<file path="src/rtl/branch_predict_unit_pkg.sv">
// rtl/branch_predict_unit_pkg.sv - shared branch op encodings, counter states and table defaults
package branch_predict_unit_pkg;

  localparam int IDX_W_DEFAULT = 4;

  typedef enum logic [2:0] {
    BR_NONE    = 3'd0,
    BR_BEQ     = 3'd1,
    BR_BNE     = 3'd2,
    BR_BLEZ    = 3'd3,
    BR_BGTZ    = 3'd4,
    BR_BLTZ    = 3'd5,
    BR_BGEZ    = 3'd6,
    BR_ILLEGAL = 3'd7
  } br_op_e;

  localparam logic [1:0] SC_SNT = 2'b00;
  localparam logic [1:0] SC_WNT = 2'b01;
  localparam logic [1:0] SC_WT  = 2'b10;
  localparam logic [1:0] SC_ST  = 2'b11;

endpackage

</file>
<file path="src/rtl/branch_predict_unit_sat_counter2.sv">
// rtl/branch_predict_unit_sat_counter2.sv - 2-bit saturating up/down step function
// Pure combinational: next state from current state and resolved direction.
module sat_counter2
  import branch_predict_unit_pkg::*;
(
  input  logic [1:0] state_i,
  input  logic       up_i,
  output logic [1:0] state_o
);

  always_comb begin
    state_o = state_i;
    if (up_i) begin
      if (state_i != SC_ST) state_o = state_i + 2'd1;
    end else begin
      if (state_i != SC_SNT) state_o = state_i - 2'd1;
    end
  end

endmodule

</file>
<file path="src/rtl/branch_predict_unit.sv">
// rtl/branch_predict_unit.sv - EX branch resolution plus direct-mapped 2-bit predictor table
// Optional performance counters are built when BRANCH_PERF_CNT_EN is defined.
module branch_predict_unit
  import branch_predict_unit_pkg::*;
#(
  parameter int IDX_W = IDX_W_DEFAULT,
  parameter int PC_W  = 32
) (
  input  logic            clk,
  input  logic            rst_n,
  input  logic [PC_W-1:0] if_pc,
  output logic            if_pred_taken,
  input  logic            ex_valid,
  input  logic            ex_stall,
  input  logic [PC_W-1:0] ex_pc,
  input  logic [2:0]      ex_br_op,
  input  logic            ex_zero,
  input  logic            ex_neg,
  input  logic            ex_pred_taken,
  output logic            branch_taken,
  output logic            mispredict,
  output logic            br_err
`ifdef BRANCH_PERF_CNT_EN
  ,
  output logic [31:0]     br_count,
  output logic [31:0]     mp_count
`endif
);

  localparam int DEPTH = 2 ** IDX_W;

  logic [IDX_W-1:0] if_idx;
  logic [IDX_W-1:0] ex_idx;
  logic [1:0]       cnt_q [DEPTH];
  logic [1:0]       cnt_d [DEPTH];
  logic             is_cond;
  logic             is_illegal;
  logic             taken_raw;
  logic             upd_en;
  logic [1:0]       upd_val;
  logic             unused_pc_bits;

  assign if_idx = if_pc[IDX_W+1:2];
  assign ex_idx = ex_pc[IDX_W+1:2];
  assign unused_pc_bits = ^{if_pc[PC_W-1:IDX_W+2], if_pc[1:0],
                            ex_pc[PC_W-1:IDX_W+2], ex_pc[1:0]};

  // No bypass: IF always sees the registered value, even on an index collision.
  assign if_pred_taken = cnt_q[if_idx][1];

  always_comb begin
    taken_raw  = 1'b0;
    is_cond    = 1'b1;
    is_illegal = 1'b0;
    case (br_op_e'(ex_br_op))
      BR_BEQ:     taken_raw = ex_zero;
      BR_BNE:     taken_raw = !ex_zero;
      BR_BLEZ:    taken_raw = ex_zero | ex_neg;
      BR_BGTZ:    taken_raw = !ex_zero & !ex_neg;
      BR_BLTZ:    taken_raw = ex_neg;
      BR_BGEZ:    taken_raw = !ex_neg;
      BR_ILLEGAL: begin
        is_cond    = 1'b0;
        is_illegal = 1'b1;
      end
      default:    is_cond = 1'b0;
    endcase
  end

  assign branch_taken = ex_valid & is_cond & taken_raw;
  assign mispredict   = ex_valid & is_cond & (taken_raw != ex_pred_taken);
  assign br_err       = ex_valid & is_illegal;
  assign upd_en       = ex_valid & !ex_stall & is_cond;

  sat_counter2 u_sat_counter2 (
    .state_i (cnt_q[ex_idx]),
    .up_i    (taken_raw),
    .state_o (upd_val)
  );

  always_comb begin
    cnt_d = cnt_q;
    if (upd_en) cnt_d[ex_idx] = upd_val;
  end

  always_ff @(posedge clk or negedge rst_n) begin
    if (!rst_n) begin
      for (int i = 0; i < DEPTH; i++) cnt_q[i] <= SC_WNT;
    end else begin
      cnt_q <= cnt_d;
    end
  end

`ifdef BRANCH_PERF_CNT_EN
  logic [31:0] br_count_q;
  logic [31:0] br_count_d;
  logic [31:0] mp_count_q;
  logic [31:0] mp_count_d;

  assign br_count_d = br_count_q + {31'd0, upd_en};
  assign mp_count_d = mp_count_q + {31'd0, upd_en & mispredict};

  always_ff @(posedge clk or negedge rst_n) begin
    if (!rst_n) begin
      br_count_q <= 32'd0;
      mp_count_q <= 32'd0;
    end else begin
      br_count_q <= br_count_d;
      mp_count_q <= mp_count_d;
    end
  end

  assign br_count = br_count_q;
  assign mp_count = mp_count_q;
`endif

endmodule

</file>
<file path="config.mk">
export PLATFORM = sky130hd
export DESIGN_NAME = branch_predict_unit
export DESIGN_NICKNAME = d
export VERILOG_FILES = /design/src/rtl/branch_predict_unit_pkg.sv /design/src/rtl/branch_predict_unit_sat_counter2.sv /design/src/rtl/branch_predict_unit.sv
export SDC_FILE = /design/constraint.sdc
export NUM_CORES = 1
export LEC_CHECK = 0
export BUFFER_PORTS_ARGS = -buffer_cell sky130_fd_sc_hd__buf_2
export CAP_MARGIN = 30
export CORE_MARGIN = 2
export CORE_UTILIZATION = 43
export DETAILED_ROUTE_END_ITERATION = 8
export GPL_TIMING_DRIVEN = 0
export PLACE_DENSITY = 0.76
export SETUP_SLACK_MARGIN = 0.3
export SLEW_MARGIN = 15
export SYNTH_ARGS = -nofsm -noshare
export SYNTH_HDL_FRONTEND = slang
export SYNTH_SLANG_ARGS = --single-unit
</file>
<file path="constraint.sdc">
create_clock -name clk -period 1.9 [get_ports clk]
set_input_delay 0 -clock clk [delete_from_list [all_inputs] [get_ports clk]]
set_output_delay 0 -clock clk [all_outputs]
set_load 0.02 [all_outputs]
</file>
==> metrics <==
Period Utilization, post-route 111%; diodes inserted 0; clock latency on the worst-skew pair slightly below 0.3 ns; worst slack after detailed placement -0.230 ns; type of origin of the critical path register; required time at the endpoint of the critical path 2.07 ns; remaining design rule violation count 0; All-Layer GR Usage 19.6%; H-tree depth 2; measured slew at the worst slew-check pin 0.706 ns; final std cells w/o fill between 200 and 250; commonest register cell after synthesis dfstp_2; post-synth net total 215; vias in the first global route 1472; share of total power consumed by net switching about a quarter; Post-synth EDFFs 0; worst min-delay path class input port to register; share of total power in sequential cells 46.0%; Total Power 1.93 mW; type of the worst setup path register to register; total via count after detailed routing 1383; share of synthesized area occupied by flip-flops and latches 43.4%; Fmax approximately 0.47 GHz; number of flip-flops in the largest register 32; total congestion overflow after global routing 0; clock share of power between 20 and 30%; count of pins over their slew limit 0; number of fill cells 368; ratio of cells with drive above 1 in the final layout 59.7%; Clock Root Buffer clkbuf_8; PwrDens 842 mW/mm^2; Top reg by flops cnt_q; cell-internal power 1.43 mW; number of cells on the critical path 6; Clock Pin Slew Worst Setup and Hold Paths 0.07 ns; final hold violation count 0; utilization after layout 53.4%; average wire length per cell after detail routing 19.3 um; CTS Buf Count 5; final critical delay including setup and external delays about 2.1 ns; drt pass-1 iters 4; initial antenna violation count 0; final net count 250; starting density of the core 44.1%; placement row count 24; Die Height 70.3 um; ratio of routed vias to standard cells 6.07; worst path buffer plus inverter count 1; combined area of the multi-input logic cells ~0.0011 mm^2; average footprint of a synthesized cell 13.4 um^2; number of DRC violations after detailed-routing iteration 0 58; Mapped Area 0.00189 mm^2; maximum clock skew at final layout 0.00870 ns; violated checks setup timing; CTS tree built; IO Pins 78; IR Drop Worst-Case VDD 0.458 mV; wirelength, routed 4.41 mm; run status finished, violations left; Routability Congestion 0.931; Worst Hold Path Cells 4; slowest cell on the critical path mux4_2; worst path setup slack after routing -0.212 ns; share of flip-flops with an asynchronous set or reset 100%; logic gate share of total power 24.8%; number of distinct standard cells referenced by the synthesized netlist 32; worst reg2reg setup slack -0.21 ns; die outline area between 0.004 and 0.005 mm^2; number of clock sinks 32; number of buffers inserted by port buffering 19; Final setup violation count 33; kind of cell adding the most delay to the critical path multiplexers; Seq cells post-synth 32; cell count after synthesis 141; number of warning messages in the yosys log 0; sw power 0.498 mW; Worst Path Max Fanout 10; max-cap violations 0; delay contributed by the slowest stage of the critical path around 0.50 ns; Cells after DPL around 210; global-route wire length before repair 7.46 mm; number of buffers between clock root and the deepest sink 2; Leak just under 1 nW; HPWL Detailed 3.21 mm; number of nets still failing antenna checks after routing 0; endpoint type of the worst setup path register; maximum number of pins on one net before global-route repair 33; number of cells traversed by the worst register-to-register path 6; worst rel slew slack a little over half; RSZ-0062 raised after global routing yes; core region area 0.00429 mm^2; cells traversed along the worst timing path mux4_2 -> a22oi_2 -> nand3_2 -> maj3_2 -> buf_6 -> mux2_4; width of the chip 70.3 um; Worst EP arrival 2.28 ns; Top Registers cnt_q x32; synth-to-layout area growth 21.3%; area occupied by registers 821 um^2
## power groups by stage
stage	registers, mW	clock network [mW]	logic [mW]
2_1_floorplan	0.875	0	0.309
3_3_place_gp	0.889	0	0.390
3_5_place_dp	0.900	0	0.408
4_1_cts	0.887	0.575	0.455
5_1_grt	0.902	0.603	0.516
6_report	0.888	0.566	0.479
## what timing repair did
| item | CTS | global route |
|---|---|---|
| buffers inserted | 6 | 1 |
| cloned | 0 | 1 |
| endpoints found under the hold margin | 16 | 0 |
| hold buffers | 1 | 0 |
| pin swaps | 1 | 3 |
| endpoints found under the setup margin | 33 | 33 |
| gates resized for setup | 3 | 8 |
## tightest hold or removal path: cells and delay by family
family,cells,cell delay [ns]
mux,1,0.16
buf+inv,1,0.15
simple gates,2,0.20
## worst paths after layout
check / endpoint / from
worst max-delay path: cnt_q[1] / cnt_q[25]
worst min register to register: cnt_q[9] / cnt_q[9]
worst max register to register: cnt_q[1] / cnt_q[25]
max in group asynchronous: cnt_q[29] / rst_n
worst min-delay path: cnt_q[4] / ex_stall
min in group asynchronous: cnt_q[23] / rst_n
## kinds of logic (layout without fill, tap and decap cells)
family	count (synthesis)	count (layout)	share of synthesized area, %
AO/OA/AOI/OAI	6	6	2.51
XOR/XNOR	1	1	0.463
adder cells (fa/ha/maj)	2	2	1.19
buffers and inverters	8	43	3.37
flip-flops	32	32	43.4
multiplexers	46	46	35.6
AND/OR/NAND/NOR	46	46	13.4
## stage by stage
stage,setup TNS (ns),hold slack (ns),cell area [um^2]
floorplan,-0.564,-0.296,1930
global placement,-3.15,0.0561,2090
detailed placement,-4.61,0.0797,2090
CTS,-4.58,0.225,2260
global route,-6.71,0.280,2290
finish,-5.30,0.240,2290
## cells in the mapped netlist, types with 2 or more instances
| cell type | count | area share (%) |
|---|---|---|
| a21oi_1 | 2 | 0.53 |
| buf_6 | 3 | 1.8 |
| clkbuf_1 | 4 | 0.79 |
| dfrtp_1 | 16 | 21 |
| dfstp_2 | 16 | 22 |
| maj3_2 | 2 | 1.2 |
| mux2_2 | 30 | 18 |
| mux2_4 | 2 | 1.6 |
| mux4_2 | 12 | 14 |
| nand2_1 | 7 | 1.4 |
| nand2b_1 | 2 | 0.66 |
| nand3_1 | 9 | 2.4 |
| nor2_1 | 7 | 1.4 |
| nor2b_1 | 5 | 1.7 |
| nor3_1 | 5 | 1.3 |
| nor4bb_1 | 2 | 1.1 |
| or4_1 | 2 | 0.79 |
## routing by layer
| metal | share of wire [%] | vias up | GRT usage, % |
|---|---|---|---|
| met5 | 0 | - | 0 |
| met4 | 1.7 | 0 | 6.41 |
| met3 | 5.7 | 9 | 3.90 |
| met2 | 49 | 50 | 32.4 |
| met1 | 43 | 709 | 26.0 |
| li1 | - | 615 | - |
## cell type report
cell class	count	share of cell area, %
Tap cell	52	2.84
Clock buffer	7	4.20
Timing Repair Buffer	28	8.51
Sequential cell	32	35.8
Buffer	8	2.78
Multi-Input combinational cell	101	45.9
## placed cells by master, fill, tap and decap left out, types with 2 or more instances in the layout
cell type	n
buf_2	18
nor2_1	7
nand2b_1	2
nand3_1	9
or4_1	2
dfstp_2	16
clkbuf_1	4
nor2b_1	5
nor4bb_1	2
nor3_1	5
mux2_4	14
mux4_2	13
clkbuf_8	7
mux2_2	18
a21oi_1	2
nand2_1	7
a22oi_2	2
buf_6	7
buf_4	4
maj3_2	2
dfrtp_1	16
No activity file was read; power rests on OpenSTA's default activity.
